File: src/rtl/class_stats_accumulator.sv
// Splits one histogram frame at a latched threshold into bg/fg count and first-moment sums.
// Latency: results valid two edges after the last accepted bin beat (stage-1 product, stage-2 add, total).
// Backpressure: in_ready high only while accumulating; results held with out_valid until out_ready.
module class_stats_accumulator #(
    parameter int BIN_W    = 8,
    parameter int COUNT_W  = 32,
    parameter int MOM_W    = 48,
    parameter bit SATURATE = 1'b1
) (
    input  logic               clk,
    input  logic               reset,
    input  logic               start,
    input  logic [BIN_W-1:0]   threshold,
    input  logic               in_valid,
    output logic               in_ready,
    input  logic [BIN_W-1:0]   in_bin,
    input  logic [COUNT_W-1:0] in_count,
    output logic               out_valid,
    input  logic               out_ready,
    output logic [COUNT_W-1:0] cnt_bg,
    output logic [COUNT_W-1:0] cnt_fg,
    output logic [MOM_W-1:0]   mom_bg,
    output logic [MOM_W-1:0]   mom_fg,
    output logic [COUNT_W-1:0] total,
    output logic               seq_err,
    output logic               ovf
);

    localparam int PROD_W = COUNT_W + BIN_W;

    localparam logic [1:0] IDLE  = 2'd0;
    localparam logic [1:0] ACCUM = 2'd1;
    localparam logic [1:0] FLUSH = 2'd2;
    localparam logic [1:0] DONE  = 2'd3;

    typedef struct packed {
        logic               bg;
        logic [COUNT_W-1:0] cnt;
        logic [PROD_W-1:0]  prod;
    } beat_t;

    logic [1:0]       state;
    logic [BIN_W-1:0] thr_q;
    logic [BIN_W-1:0] exp_idx;
    logic             s1_vld;
    beat_t            s1_dat;
    logic             beat_acc;

    logic [COUNT_W:0] cnt_sum;
    logic [MOM_W:0]   mom_sum;
    logic [COUNT_W:0] tot_sum;

    // Carry lands in the extra MSB; the low bits are clamped or left wrapped.
    function automatic logic [COUNT_W:0] cnt_add(input logic [COUNT_W-1:0] a,
                                                 input logic [COUNT_W-1:0] b);
        logic [COUNT_W:0] s;
        s = {1'b0, a} + {1'b0, b};
        if (SATURATE && s[COUNT_W]) s[COUNT_W-1:0] = '1;
        return s;
    endfunction

    function automatic logic [MOM_W:0] mom_add(input logic [MOM_W-1:0] a,
                                               input logic [MOM_W-1:0] b);
        logic [MOM_W:0] s;
        s = {1'b0, a} + {1'b0, b};
        if (SATURATE && s[MOM_W]) s[MOM_W-1:0] = '1;
        return s;
    endfunction

    assign in_ready = (state == ACCUM);
    assign beat_acc = in_ready && in_valid;

    always_comb begin
        cnt_sum = cnt_add(s1_dat.bg ? cnt_bg : cnt_fg, s1_dat.cnt);
        mom_sum = mom_add(s1_dat.bg ? mom_bg : mom_fg, MOM_W'(s1_dat.prod));
        tot_sum = cnt_add(cnt_bg, cnt_fg);
    end

    always_ff @(posedge clk or negedge reset) begin
        if (!reset) begin
            state     <= IDLE;
            thr_q     <= '0;
            exp_idx   <= '0;
            s1_vld    <= 1'b0;
            s1_dat    <= '0;
            cnt_bg    <= '0;
            cnt_fg    <= '0;
            mom_bg    <= '0;
            mom_fg    <= '0;
            total     <= '0;
            seq_err   <= 1'b0;
            ovf       <= 1'b0;
            out_valid <= 1'b0;
        end else begin
            // Stage 1: register count, product and class of an accepted beat.
            s1_vld <= beat_acc;
            if (beat_acc) begin
                s1_dat.bg   <= (in_bin < thr_q);
                s1_dat.cnt  <= in_count;
                s1_dat.prod <= PROD_W'(in_bin) * PROD_W'(in_count);
                exp_idx     <= exp_idx + 1'b1;
                if (in_bin != exp_idx) seq_err <= 1'b1;
            end

            // Stage 2: fold the registered beat into its class.
            if (s1_vld) begin
                if (s1_dat.bg) begin
                    cnt_bg <= cnt_sum[COUNT_W-1:0];
                    mom_bg <= mom_sum[MOM_W-1:0];
                end else begin
                    cnt_fg <= cnt_sum[COUNT_W-1:0];
                    mom_fg <= mom_sum[MOM_W-1:0];
                end
                if (cnt_sum[COUNT_W] || mom_sum[MOM_W]) ovf <= 1'b1;
            end

            case (state)
                IDLE: begin
                    if (start) begin
                        thr_q   <= threshold;
                        exp_idx <= '0;
                        cnt_bg  <= '0;
                        cnt_fg  <= '0;
                        mom_bg  <= '0;
                        mom_fg  <= '0;
                        total   <= '0;
                        seq_err <= 1'b0;
                        ovf     <= 1'b0;
                        state   <= ACCUM;
                    end
                end
                ACCUM: begin
                    if (beat_acc && (&exp_idx)) state <= FLUSH;
                end
                FLUSH: begin
                    state <= DONE;
                end
                DONE: begin
                    if (!out_valid) begin
                        out_valid <= 1'b1;
                        total     <= tot_sum[COUNT_W-1:0];
                        if (tot_sum[COUNT_W]) ovf <= 1'b1;
                    end else if (out_ready) begin
                        out_valid <= 1'b0;
                        state     <= IDLE;
                    end
                end
                default: state <= IDLE;
            endcase
        end
    end

endmodule

File: config.mk
export PLATFORM = sky130hd
export DESIGN_NAME = class_stats_accumulator
export DESIGN_NICKNAME = d
export VERILOG_FILES = /design/src/rtl/class_stats_accumulator.sv
export SDC_FILE = /design/constraint.sdc
export NUM_CORES = 1
export LEC_CHECK = 0
export ABC_AREA = 1
export CAP_MARGIN = 40
export CORE_MARGIN = 2
export CORE_UTILIZATION = 45
export CTS_CLUSTER_SIZE = 12
export DETAILED_ROUTE_END_ITERATION = 8
export GPL_TIMING_DRIVEN = 0
export PLACE_DENSITY_LB_ADDON = 0.2
export SLEW_MARGIN = 25
export SYNTH_ARGS = -nofsm -noshare
export SYNTH_HDL_FRONTEND = slang
export SYNTH_SLANG_ARGS = --single-unit
File: constraint.sdc
create_clock -name clk -period 3.62 [get_ports clk]
set_input_delay 0.905 -clock clk [delete_from_list [all_inputs] [get_ports clk]]
set_output_delay 0.905 -clock clk [all_outputs]
set_load 0.05 [all_outputs]
==> results of run 1 <==
## critical path, cell delays in order
cell and delay [ns]:
buf_12 0.12, clkbuf_16 0.16, nand2_1 0.07, inv_2 0.04, fa_1 0.50, fa_1 0.53, fa_1 0.52, inv_1 0.05
fa_1 0.50, inv_2 0.05, ha_4 0.35, nand2_4 0.10, nor2_4 0.13, nand4_1 0.12, o211ai_1 0.33, nand4_1 0.20
nand2_1 0.10, nand2_1 0.06, nand3_2 0.06, nand2_1 0.07
## registers in the layout (all words and copies together), names as in the netlist, 8 cells and up
register	cells
total	32
cnt_fg	32
exp_idx	8
s1_dat	73
mom_bg	48
cnt_bg	32
thr_q	8
mom_fg	48
## worst paths after layout
kind	start	endpoint	slack, ns	cells past startpoint
setup / recovery	in_bin[4]	s1_dat[29]	-0.93	20
hold / removal	reset	total[11]	0.28	1
setup reg to reg	s1_dat[72]	mom_bg[34]	0.04	15
hold reg to reg	total[12]	total[12]	0.48	2
max in group asynchronous	reset	s1_dat[31]	2.06	3
min in group clk	total[12]	total[12]	0.48	2
## metrics by stage
| stage | hold slack (ns) | cell area (sq um) | TNS, ns |
|---|---|---|---|
| 3_5_place_dp | 0.465 | 33600 | -261.73 |
| 6_report | 0.282 | 37100 | -24.67 |
| 3_3_place_gp | 0.464 | 33400 | -3442.33 |
| 5_1_grt | 0.326 | 37100 | -29.11 |
| 2_1_floorplan | 0.455 | 30200 | -28.42 |
| 4_1_cts | 0.303 | 36500 | -25.87 |
## cell families after synthesis
logic type / Yosys count / synth area share, %
AOI/OAI and AO/OA: 595 / 10.5
adders and majority gates: 359 / 19.9
xor gates and xnor gates: 70 / 2.08
and+or+nand+nor: 2235 / 30.3
buffers and inverters: 1002 / 12.9
DFF: 287 / 24.3
## repair_timing
action,4_1_cts,5_1_grt
gates resized for setup,340,178
setup endpoints to repair,197,169
cloned,5,0
setup buffers,68,31
pin swaps,78,72
## synth_stat cells, drive strengths merged, types with 3 or more instances
| master | number | area [sq um] |
|---|---|---|
| a21boi | 3 | 22.5 |
| a21o | 5 | 37.5 |
| a21oi | 249 | 1260 |
| a31oi | 23 | 144 |
| and2 | 5 | 31.3 |
| buf | 27 | 134 |
| clkbuf | 141 | 529 |
| dfrtp | 287 | 7180 |
| fa | 183 | 3660 |
| ha | 176 | 2200 |
| inv | 832 | 3120 |
| nand2 | 1511 | 5680 |
| nand3 | 201 | 1010 |
| nand3b | 10 | 75.1 |
| nand4 | 42 | 263 |
| nor2 | 400 | 1510 |
| nor3 | 28 | 140 |
| nor4 | 10 | 62.6 |
| o211ai | 3 | 22.5 |
| o21a | 6 | 45.0 |
| o21ai | 286 | 1430 |
| o21bai | 18 | 135 |
| or2 | 27 | 169 |
| xnor2 | 20 | 175 |
| xor2 | 50 | 438 |
## final cells by class
cell class | instances | area, sq um
fillers | 6358 | 27600
multi-input cells | 3259 | 20200
flip-flops and latches | 287 | 7180
repair buffers | 323 | 3270
inverters | 834 | 3140
plain buffers | 158 | 1120
well taps | 855 | 1070
clock buffers | 52 | 1010
clock inverters | 10 | 120
diodes | 2 | 5.00
## layer usage
layer | vias up | global-route usage (%) | wire length, um | share of wire [%]
met2 | 1346 | 57.7 | 54700 | 46
met5 | - | 0 | 19 | 0.016
met1 | 14600 | 46.8 | 49600 | 41
met4 | 4 | 15.0 | 5640 | 4.7
met3 | 279 | 5.41 | 10100 | 8.4
li1 | 14700 | - | - | -
==> out/results.txt, run 1 <==
outcome = finished with violations
failing checks = setup timing
Vias = 30900
drt pass-1 iters = 7
Worst EP required = 4.07 ns
Detailed Route WL = 120 mm
drt initial violations = 2664
Die W = 260 um
worst min path class = in -> async
# nets final = 5310
worst relative slew slack = 40.2%
Critical Path AT = 5.00 ns
Yosys reg bits = 287
DRC = 0
YS warnings = 0
area delta synth->final = 25.8%
Worst-Margin Slew = 0.897 ns
Net Count, Synth = 4960
die footprint = 67600 sq um
Port Buffer Count = 215
# setup viols final = 33
Cell Count, Final, Fillers Out = 5780
vias in the first global route = 29800
clock tree buffer depth = 3
worst clock skew = 0.0398 ns
crit end category = flop
Vias/cell = 5.35
final setup margin = -0.933 ns
commonest non-fill, non-tap cell in the layout = nand2_1
Final period util = 126%
post-route ant nets = 0
Sink Count = 287
Max Clock Freq = 0.220 GHz
Post-Synthesis Cells = 4548
main flop type after synthesis = dfrtp_1
Final min period = 4.55 ns
ys async rst share = 100%
Slew Viols, Final = 0
Finished Core Util = 57.4%
routability cong. = 1.00
Mean Syn Cell Area = 6.49 sq um
Crit Path Class = in -> reg
most frequent cells in the layout = nand2_1, inv_1, nor2_1
core area = 64700 sq um
Hold-fix buffers, CTS = 0
placed cells = 5626
global route overflow = 0
Final Hold Vio Count = 0
synthesized cell area = 29500 sq um
Unique masters post-synth = 38
worst-skew pair later-pin latency = 0.57 ns
critical path peak fanout = 8
global-route wire length before repair = 180 mm
pre-CTS WS = -2.39 ns
chip height = 260 um
initial antenna violation count = 4
Wirelength per Cell = 20.8 um
root buffer cell = clkbuf_16
Worst Setup Start Kind = input port
Starting Density = 45.6%
CTS tree = yes
sequential area share after synthesis = 24.3%
Global Route Usage Sum = 35.4%
num rows = 93
Clock transition at path regs = 0.05 ns
layout cells sized above 1 = 11.4%
hpwl dp = 96.9 mm
TritonCTS buffer count = 35
H-tree depth = 2
max cap viols = 0
num ports = 249
largest net degree at the start of global routing = 83
Post-synth EDFFs = 0
RSZ-0062 raised after global routing = yes
Power of run 1 is left out: the tool's default activity adds up to more than one toggle a clock period on the data nets, which glitch-free logic cannot reach.
==> run 2: changes to the inputs <==
GPL_ROUTABILITY_DRIVEN = 0   (was not set)
==> out/results.txt, run 2 (synthesis results as in run 1) <==
Final period util = 130% (+4.6 points)
worst clock skew = 0.0198 ns (-0.0199 ns)
root buffer cell = clkbuf_16
worst relative slew slack = 40.5% (+0.26 points)
outcome = finished with violations
Crit-path slowest cell = fa_1
Worst-Margin Slew = 0.884 ns (-0.0132 ns)
global route overflow = 0 (unchanged)
drt pass-1 iters = 5 (-2)
Cell Area, Placed = 33600 sq um (about the same)
CP peak stage delay = 0.58 ns (+0.05 ns)
clock tree buffer depth = 3 (unchanged)
num ports = 249 (unchanged)
Slew Viols, Final = 0 (unchanged)
Starting Density = 45.6% (unchanged)
hpwl dp = 89.7 mm (-7.4%)
area of the multi-input gates = 20300 sq um (+0.50%)
register area = 7180 sq um (unchanged)
TritonCTS buffer count = 34 (-2.9%)
Final Hold Vio Count = 0 (unchanged)
DRC = 0 (unchanged)
R2R Path Start = s1_dat[72]
post-route ant nets = 0 (unchanged)
Fill cells = 6047 (-4.9%)
Crit Path Class = in -> reg
largest net degree at the start of global routing = 91 (+9.6%)
# nets final = 5337 (+0.51%)
die footprint = 67600 sq um (unchanged)
RSZ-0062 raised after global routing = yes
Final min period = 4.72 ns (+0.168 ns)
Reg2Reg Capture Point = cnt_fg[30]
Worst EP required = 4.05 ns (-0.02 ns)
max cap viols = 0 (unchanged)
area delta synth->final = 26.9%
WP buf/inv = 5 (unchanged)
cell area after layout = 37400 sq um (+0.83%)
CTS tree = yes
# setup viols final = 34 (+3.0%)
Detailed Route WL = 116 mm (-3.3%)
Top reg by flops = s1_dat
worst-skew pair later-pin latency = 0.57 ns (about the same)
failing checks = setup timing
core area = 64700 sq um (unchanged)
most frequent cells in the layout = nand2_1, inv_1, nor2_1
worst min path class = in -> async
post-route setup TNS = -29.55 ns (-4.88 ns)
WHS = 0.255 ns (-0.0278 ns)
Die W = 260 um (unchanged)
drt initial violations = 2933 (+10%)
commonest non-fill, non-tap cell in the layout = nand2_1
global-route wire length before repair = 175 mm (-2.9%)
final setup margin = -1.10 ns (-0.168 ns)
Vias = 31700 (+2.6%)
Sink Count = 287 (unchanged)
Port Buffer Count = 215 (unchanged)
Global Route Usage Sum = 33.7% (-1.7 points)
max FFs per register = 73 (unchanged)
crit end category = flop
Critical Path AT = 5.15 ns (+0.15 ns)
layout cells sized above 1 = 12.7% (+1.3 points)
r2r worst-path depth = 21 (+6)
crit-path cells = buf_12, buf_12, clkbuf_16, buf_4, nand2_1, inv_1, fa_1, fa_1, fa_1, fa_1, ha_4, nand2_1, nor2_2, nand4_1, nor2_1, nand3_1, nand3_1, nand2_1, nand3_2, nand2_1
Vias/cell = 5.47 (+2.2%)
vias in the first global route = 30300 (+1.7%)
Wirelength per Cell = 20.0 um (-3.7%)
Max Clock Freq = 0.212 GHz (-3.6%)
Finished Core Util = 57.9% (+0.47 points)
critical path peak fanout = 6 (-2)
delay-heaviest family, CP = adder cells
H-tree depth = 2 (unchanged)
chip height = 260 um (unchanged)
Clock transition at path regs = 0.06 ns (about the same)
Worst Setup Start Kind = input port
num rows = 93 (unchanged)
Largest regs = s1_dat: 73 flops, mom_bg: 48 flops, mom_fg: 48 flops
Reg2Reg Setup Slack = 0.13 ns (+0.09 ns)
initial antenna violation count = 3 (-1)
==> run 2: cell count changes in the layout (fill, tap and decap cells not counted), moves of 7 or more <==
| cell | previous run | this run |
|---|---|---|
| buf_2 | 17 | 10 |
| nand2_2 | 36 | 49 |
| nand3_2 | 21 | 28 |
| inv_2 | 44 | 55 |
| inv_1 | 786 | 772 |
| nand2_1 | 1448 | 1430 |
| buf_6 | 40 | 32 |
| buf_4 | 63 | 99 |
==> run 2: through the flow <==
step | setup slack [ns] | instances
after global placement | -11.08 | 5618
final | -1.10 | 5804
after floorplan | -1.10 | 4548
after detailed placement | -2.27 | 5624
after global routing | -1.22 | 5802
after CTS | -0.955 | 5780
==> run 2: how the worst max path moves through the flow <==
stage	from	end	slack (ns)	cells past startpoint
2_1_floorplan	in_bin[7]	s1_dat[23]	-1.10	19
3_3_place_gp	reset	mom_bg[27]	-11.08	1
3_5_place_dp	in_bin[1]	s1_dat[29]	-2.27	20
4_1_cts	in_bin[4]	seq_err	-0.95	35
5_1_grt	in_bin[4]	s1_dat[36]	-1.22	20
6_report	in_bin[4]	s1_dat[36]	-1.10	20
==> run 2: worst register-to-register path, cell delays in order (launching register included) <==
cell and delay (ns):
dfrtp_2 0.44, buf_4 0.18, inv_6 0.06, buf_6 0.15, clkbuf_8 0.22, nand2_1 0.07, nand2_1 0.15, ha_1 0.21
inv_1 0.06, fa_1 0.42, inv_1 0.07, nand2_1 0.14, nand2_1 0.13, nand3_1 0.08, nand2_2 0.12, nand2_1 0.07
nand2_2 0.15, a21oi_4 0.12, clkbuf_4 0.23, nand3_1 0.18, nor2_1 0.06, nor2_1 0.12
==> run 2: per-layer routing <==
metal	share of wire, %	track usage (%)
met5	0.020	0
met4	6.1	16.7
met3	9.4	6.52
met2	45	54.3
met1	39	43.3
==> run 2: final cells by class <==
type | count | share of cell area [%]
Tap cell | 855 | 2.86
Clock inverter | 8 | 0.217
Antenna cell | 3 | 0.0201
Multi-Input combinational cell | 3259 | 54.2
Inverter | 834 | 8.40
Timing Repair Buffer | 351 | 9.30
Buffer | 158 | 3.10
Clock buffer | 49 | 2.67
Sequential cell | 287 | 19.2
==> run 2: repair_timing <==
action | CTS | global route
endpoints found under the hold margin | 0 | 0
endpoints found under the setup margin | 198 | 186
setup buffers | 97 | 32
hold buffers | 0 | 0
gates resized for setup | 321 | 240
pin swaps | 88 | 119
gates cloned | 5 | 0
Power of run 2 is left out for the same reason.
